## config.mk

```make
export PLATFORM = sky130hd
export DESIGN_NAME = twiddle_mul
export DESIGN_NICKNAME = d
export VERILOG_FILES = /design/src/rtl/twiddle_pkg.sv /design/src/rtl/twiddle_rom.sv /design/src/rtl/twiddle_mul.sv
export SDC_FILE = /design/constraint.sdc
export NUM_CORES = 2
export LEC_CHECK = 0
export BUFFER_PORTS_ARGS = -buffer_cell sky130_fd_sc_hd__buf_2
export CELL_PAD_IN_SITES_DETAIL_PLACEMENT = 2
export CELL_PAD_IN_SITES_GLOBAL_PLACEMENT = 2
export CORE_ASPECT_RATIO = 1.1
export CORE_UTILIZATION = 38
export DETAILED_ROUTE_END_ITERATION = 8
export PLACE_DENSITY = 0.84
export SETUP_SLACK_MARGIN = 0.05
export SLEW_MARGIN = 15
export SYNTH_ARGS = -nofsm -noshare
export SYNTH_HDL_FRONTEND = slang
export SYNTH_SLANG_ARGS = --single-unit
```

## constraint.sdc

```tcl
create_clock -name clk -period 5.7 [get_ports clk]
set_clock_uncertainty 0.15 [all_clocks]
set_input_delay 1.14 -clock clk [delete_from_list [all_inputs] [get_ports clk]]
set_output_delay 1.14 -clock clk [all_outputs]
set_load 0.01 [all_outputs]
```

## src/rtl/twiddle_pkg.sv

```systemverilog
// Shared types and constants for the FFT twiddle multiplier: W_32^m table
// (cos, -sin) in Q1.8 and the half-frame state encoding.
package twiddle_pkg;

  localparam int TW_FRAC  = 8;
  localparam int TW_TAB_W = 10;
  localparam int TW_TAB_N = 16;

  typedef enum logic {PASS, ROT} half_state_e;

  typedef logic signed [TW_TAB_W-1:0] tw_t;

  // Real part: round(256*cos(2*pi*m/32))
  localparam tw_t TW_COS [TW_TAB_N] = '{
    10'sd256,  10'sd251,  10'sd237,  10'sd213,
    10'sd181,  10'sd142,  10'sd98,   10'sd50,
    10'sd0,   -10'sd50,  -10'sd98,  -10'sd142,
   -10'sd181, -10'sd213, -10'sd237, -10'sd251
  };

  // Imag part: round(-256*sin(2*pi*m/32))
  localparam tw_t TW_NSIN [TW_TAB_N] = '{
    10'sd0,   -10'sd50,  -10'sd98,  -10'sd142,
   -10'sd181, -10'sd213, -10'sd237, -10'sd251,
   -10'sd256, -10'sd251, -10'sd237, -10'sd213,
   -10'sd181, -10'sd142, -10'sd98,  -10'sd50
  };

endpackage

```

## src/rtl/twiddle_rom.sv

```systemverilog
// Registered twiddle lookup: table index in, (c, d) = (cos, -sin) out one
// cycle later. Holds its output when en is low.
module twiddle_rom
  import twiddle_pkg::*;
#(
  parameter int TW_W = 10
) (
  input  logic                   clk,
  input  logic                   rstn,
  input  logic                   en,
  input  logic [3:0]             idx,
  output logic signed [TW_W-1:0] c,
  output logic signed [TW_W-1:0] d
);

  always_ff @(posedge clk or negedge rstn) begin
    if (!rstn) begin
      c <= '0;
      d <= '0;
    end else if (en) begin
      c <= TW_W'(TW_COS[idx]);
      d <= TW_W'(TW_NSIN[idx]);
    end
  end

endmodule

```

## src/rtl/twiddle_mul.sv

```systemverilog
// Complex twiddle multiplier after the radix-2 butterfly: SUM half passes
// (W^0), DIFF half sample k is rotated by W_N^k. 3-cycle fixed latency.
// Build option TWMUL_SAT_EN: saturate results and raise sticky ovf; otherwise wrap.
module twiddle_mul
  import twiddle_pkg::*;
#(
  parameter int IN_W     = 13,
  parameter int OUT_W    = 13,
  parameter int TW_W     = 10,
  parameter int NUM_PAIR = 16
) (
  input  logic                    clk,
  input  logic                    rstn,
  input  logic                    din_valid,
  input  logic signed [IN_W-1:0]  din_re,
  input  logic signed [IN_W-1:0]  din_im,
  output logic                    dout_valid,
  output logic signed [OUT_W-1:0] dout_re,
  output logic signed [OUT_W-1:0] dout_im,
  output logic                    frame_done,
  output logic                    ovf
);

  localparam int CNT_W  = $clog2(NUM_PAIR);
  localparam int STEP   = 16 / NUM_PAIR;
  localparam int PROD_W = IN_W + TW_W;
  localparam int SUM_W  = PROD_W + 1;
  localparam int SH_W   = SUM_W - TW_FRAC;

  localparam logic signed [SUM_W-1:0] RND    = SUM_W'(1 << (TW_FRAC - 1));
  localparam logic signed [SH_W-1:0]  SH_MAX = SH_W'((1 << (OUT_W - 1)) - 1);
  localparam logic signed [SH_W-1:0]  SH_MIN = ~SH_MAX;

  half_state_e      state, state_nxt;
  logic [CNT_W-1:0] sample_cnt, cnt_nxt;
  logic             last_sample;
  logic             rot_last;
  logic [3:0]       tw_idx;

  // Half-frame sequencing; din_valid gaps freeze both state and count.
  always_ff @(posedge clk or negedge rstn) begin
    if (!rstn) begin
      state      <= PASS;
      sample_cnt <= '0;
    end else begin
      state      <= state_nxt;
      sample_cnt <= cnt_nxt;
    end
  end

  always_comb begin
    state_nxt   = state;
    cnt_nxt     = sample_cnt;
    last_sample = (sample_cnt == CNT_W'(NUM_PAIR - 1));
    if (din_valid) begin
      if (last_sample) begin
        cnt_nxt   = '0;
        state_nxt = (state == PASS) ? ROT : PASS;
      end else begin
        cnt_nxt = sample_cnt + CNT_W'(1);
      end
    end
  end

  assign rot_last = din_valid && (state == ROT) && last_sample;
  assign tw_idx   = (state == ROT) ? 4'(32'(sample_cnt) * STEP) : 4'd0;

  // S1: input and twiddle registers
  logic                   v1, fd1;
  logic signed [IN_W-1:0] a1, b1;
  logic signed [TW_W-1:0] c1, d1;

  twiddle_rom #(.TW_W(TW_W)) u_rom (
    .clk  (clk),
    .rstn (rstn),
    .en   (din_valid),
    .idx  (tw_idx),
    .c    (c1),
    .d    (d1)
  );

  always_ff @(posedge clk or negedge rstn) begin
    if (!rstn) begin
      v1  <= 1'b0;
      fd1 <= 1'b0;
      a1  <= '0;
      b1  <= '0;
    end else begin
      v1  <= din_valid;
      fd1 <= rot_last;
      if (din_valid) begin
        a1 <= din_re;
        b1 <= din_im;
      end
    end
  end

  // S2: partial products
  logic                     v2, fd2;
  logic signed [PROD_W-1:0] p_ac, p_bd, p_ad, p_bc;

  always_ff @(posedge clk or negedge rstn) begin
    if (!rstn) begin
      v2   <= 1'b0;
      fd2  <= 1'b0;
      p_ac <= '0;
      p_bd <= '0;
      p_ad <= '0;
      p_bc <= '0;
    end else begin
      v2  <= v1;
      fd2 <= fd1;
      if (v1) begin
        p_ac <= a1 * c1;
        p_bd <= b1 * d1;
        p_ad <= a1 * d1;
        p_bc <= b1 * c1;
      end
    end
  end

  // S3: combine, round half-up, drop fraction bits, fit to OUT_W
  logic signed [SUM_W-1:0] re_sum, im_sum, rnd_re, rnd_im;
  logic signed [SH_W-1:0]  re_sh, im_sh;
  logic [OUT_W-1:0]        re_out, im_out;
  logic                    clip;
  logic                    unused_bits;

  always_comb begin
    re_sum = {p_ac[PROD_W-1], p_ac} - {p_bd[PROD_W-1], p_bd};
    im_sum = {p_ad[PROD_W-1], p_ad} + {p_bc[PROD_W-1], p_bc};
    rnd_re = re_sum + RND;
    rnd_im = im_sum + RND;
    re_sh  = rnd_re[SUM_W-1:TW_FRAC];
    im_sh  = rnd_im[SUM_W-1:TW_FRAC];
  end

`ifdef TWMUL_SAT_EN
  function automatic logic [OUT_W:0] sat(input logic signed [SH_W-1:0] v);
    if (v > SH_MAX)      return {1'b1, SH_MAX[OUT_W-1:0]};
    else if (v < SH_MIN) return {1'b1, SH_MIN[OUT_W-1:0]};
    else                 return {1'b0, v[OUT_W-1:0]};
  endfunction

  logic [OUT_W:0] re_sat, im_sat;

  always_comb begin
    re_sat = sat(re_sh);
    im_sat = sat(im_sh);
    re_out = re_sat[OUT_W-1:0];
    im_out = im_sat[OUT_W-1:0];
    clip   = re_sat[OUT_W] | im_sat[OUT_W];
  end

  assign unused_bits = ^{rnd_re[TW_FRAC-1:0], rnd_im[TW_FRAC-1:0]};

  always_ff @(posedge clk or negedge rstn) begin
    if (!rstn)          ovf <= 1'b0;
    else if (v2 && clip) ovf <= 1'b1;
  end
`else
  always_comb begin
    re_out = re_sh[OUT_W-1:0];
    im_out = im_sh[OUT_W-1:0];
    clip   = 1'b0;
  end

  assign unused_bits = ^{rnd_re[TW_FRAC-1:0], rnd_im[TW_FRAC-1:0],
                         re_sh[SH_W-1:OUT_W], im_sh[SH_W-1:OUT_W], clip};
  assign ovf = 1'b0;
`endif

  always_ff @(posedge clk or negedge rstn) begin
    if (!rstn) begin
      dout_valid <= 1'b0;
      frame_done <= 1'b0;
      dout_re    <= '0;
      dout_im    <= '0;
    end else begin
      dout_valid <= v2;
      frame_done <= fd2;
      if (v2) begin
        dout_re <= re_out;
        dout_im <= im_out;
      end
    end
  end

endmodule

```

==> impl_metrics.py <==
metrics = {
    "outcome": {
        "status": "complete, but fails checks",
        "violations": "negative setup slack",
    },
    "setup_path": {
        "crit_arrival_ns": 6.60,
        "reg2reg_to": "p_ad[19]",
        "critPathRequiredTime_ns": 5.99,
        "cp_max_fo": 20,
        "crit_end": "p_ad[19]",
        "path_class": "reg2reg",
        "reg2reg_from": "a1[0]",
        "rrSetupSlack_ns": -0.62,
        "cp-end-kind": "register",
        "critPathLaunchType": "register",
        "crit_start": "a1[0]",
        "reg2reg_depth": 19,
    },
    "yosys": {
        "synth_warnings": 0,
        "ys_seq_area_share_pct": 15.66,
        "netlist_area_um2": 26520,
        "synth_edf_count": 0,
        "ys_seq_elements": 166,
        "synth_cells": 2884,
        "synth_nets": 3625,
        "yosys.area.top_type": "fa_1",
        "async_flop_share_pct": 100.0,
        "synth_top_area_share_pct": 32.01,
        "ys.flop_type": "dfrtp_1",
        "ys_types": 66,
        "synth.most_common_cell": "inv_1",
        "synthTopCellsByArea": "fa_1 (32%), dfrtp_1 (16%), ha_1 (14%)",
        "ys_top_cells_by_count": "inv_1 (615), fa_1 (424), nand2_1 (364), ha_1 (288), and2_1 (185)",
        "syn_area_per_cell_um2": 9.195,
    },
    "grt": {
        "track_usage_pct": 38.32,
        "grt_max_degree": 103,
        "grt_pass1_vias": 27816,
        "grt_pass1_wl_um": 194600,
        "grt-ovfl-total": 0,
        "antenna_found_initial": 9,
    },
    "die": {
        "die_w_um": 253.9,
        "die_h_um": 279.1,
        "io_pins": 58,
        "dieArea_um2": 70850,
        "num_rows": 101,
        "core-area_um2": 69000,
        "start_util_pct": 38.43,
    },
    "sta": {
        "max_slew_margin_pct": 15.10,
        "worst_pin_slew_ns": 1.273,
        "max_freq_mhz": 158.3,
        "hold_viol": 0,
        "period_needed_ns": 6.316,
        "setup_slack_ns": -0.6159,
        "slew_violations": 0,
        "setup_violations": 36,
        "fin_crit_sh_pct": 110.8,
        "rsz0062_at_grt": "true",
    },
    "detailed_routing": {
        "post-route-drc-count": 0,
        "vias_per_cell": 6.312,
        "post_drt_wl_per_cell_um": 39.31,
        "antenna_left": 0,
        "drt_pre_antenna_iters": 7,
        "drt_iter0_drc": 2400,
        "vias": 25275,
        "wl_um": 157400,
    },
    "worst_hold_path": {
        "whs_path_depth": 0,
        "hold_path_class": "reg2reg",
    },
    "job": {
        "maxCapViolations": 0,
    },
    "clock_network": {
        "path_clk_slew_ns": 0.10,
        "clock_latency_ns": 0.55,
        "cts_tree": "done",
        "cts_max_level": 4,
        "clockBufferDepth": 2,
        "cts_sinks": 166,
        "cts_root_buf": "clkbuf_16",
        "numCtsBuffers": 17,
    },
    "cells_and_area": {
        "nNetsFinal": 3798,
        "seqCellArea_um2": 4209,
        "syn_to_final_growth_pct": 19.67,
        "fill_cells": 7288,
        "drive_gt1_share_pct": 23.09,
        "multi_input_area_um2": 20770,
        "fin_cells": 4004,
    },
    "place": {
        "portBuffers": 56,
        "dp_hpwl_um": 82590,
        "dpl.cell_count": 3848,
        "gp_congestion": 0.8703,
    },
}
critical path, cell delays in order (launching register included):
cell	delay, ns
dfrtp_1	0.44
buf_4	0.36
and2_1	0.39
ha_1	0.25
inv_1	0.12
fa_2	0.65
inv_2	0.06
fa_1	0.49
fa_1	0.54
inv_2	0.07
fa_2	0.62
inv_2	0.07
ha_4	0.19
nor4_4	0.36
o21ai_2	0.20
a41oi_4	0.27
o21ai_2	0.11
o41ai_2	0.39
xnor2_1	0.17
mux2_4	0.30
how the worst min path moves through the flow:
stage	startpoint	to	slack (ns)
2_1_floorplan	fd1	fd2	0.18
3_3_place_gp	fd2	frame_done	0.20
3_5_place_dp	fd2	frame_done	0.19
4_1_cts	fd2	frame_done	0.22
5_1_grt	fd1	fd2	0.23
6_report	fd2	frame_done	0.22
layout make-up:
| cell class | count | share of cell area (%) |
|---|---|---|
| Antenna cell | 7 | 0.05520 |
| Clock buffer | 17 | 1.341 |
| Clock inverter | 15 | 0.6742 |
| Inverter | 616 | 7.298 |
| Multi-Input combinational cell | 1962 | 65.46 |
| Sequential cell | 166 | 13.26 |
| Tap cell | 927 | 3.655 |
| Timing Repair Buffer | 294 | 8.253 |
logic make-up after synthesis:
logic type               count (synthesis)  synth area share [%]
buffers and inverters                  756                 10.76
AND/OR/NAND/NOR                        755                 13.55
adder cells (fa/ha/maj)                712                 45.60
AO/OA/AOI/OAI                          277                 6.408
flip-flops                             166                 15.66
XOR/XNOR                               125                 4.129
multiplexers                            92                 3.883
other                                    1               0.01414
layout by cell type (no fill, tap or decap), types with 7 or more instances in the layout:
master,n
inv_1,577
fa_1,390
nand2_1,338
ha_1,250
buf_4,177
and2_1,174
dfrtp_1,130
mux2_2,85
xnor2_1,83
nor2_1,64
a21oi_1,57
buf_2,55
o21ai_0,51
inv_2,37
fa_2,34
dfrtp_2,32
xor2_1,31
a21o_1,28
buf_6,28
nand2b_1,27
buf_12,27
ha_4,26
nand3_1,22
a21oi_2,21
nand2_2,20
clkbuf_16,20
nor2b_1,18
nor3_1,17
o21ai_2,16
ha_2,12
o21a_1,11
a31oi_1,11
and2_4,10
xnor2_2,10
o211ai_1,9
a21oi_4,9
diode_2,7
nand4_1,7
state kept, by name (all words and copies together) (netlist names), 4 cells and up:
signal      count
p_ac           21
p_ad           21
p_bc           21
p_bd           21
a1             13
b1             13
dout_im        13
dout_re        13
u_rom.c        10
u_rom.d         9
sample_cnt      4
stage by stage:
step	util, %	hold slack [ns]	setup WS [ns]	TNS (ns)	area, um2
6_report	45.99	0.2228	-0.6159	-10.41	31730
5_1_grt	45.97	0.2331	-0.5153	-9.715	31720
4_1_cts	43.36	0.2188	0.02917	0	29920
3_5_place_dp	41.31	0.1903	-0.3141	-4.418	28500
3_3_place_gp	41.31	0.2012	0.08927	0	28500
2_1_floorplan	-	0.1812	0.08840	0	26520
layer usage:
| layer | global-route usage [%] | routed length, um | vias up |
|---|---|---|---|
| li1 | - | - | 9145 |
| met1 | 40.66 | 53120 | 12898 |
| met2 | 64.08 | 72480 | 2148 |
| met3 | 8.120 | 13870 | 1076 |
| met4 | 34.03 | 17900 | 8 |
| met5 | 0 | 39 | - |
repair_timing:
item | in CTS | in global routing
cloned | 2 | 3
setup buffers | 37 | 75
pin swaps | 22 | 105
endpoints found under the setup margin | 40 | 42
resized for setup | 133 | 289
hold buffers | 0 | 0
Power is left out: the tool's default activity adds up to more than one toggle a clock period on the data nets, which glitch-free logic cannot reach.
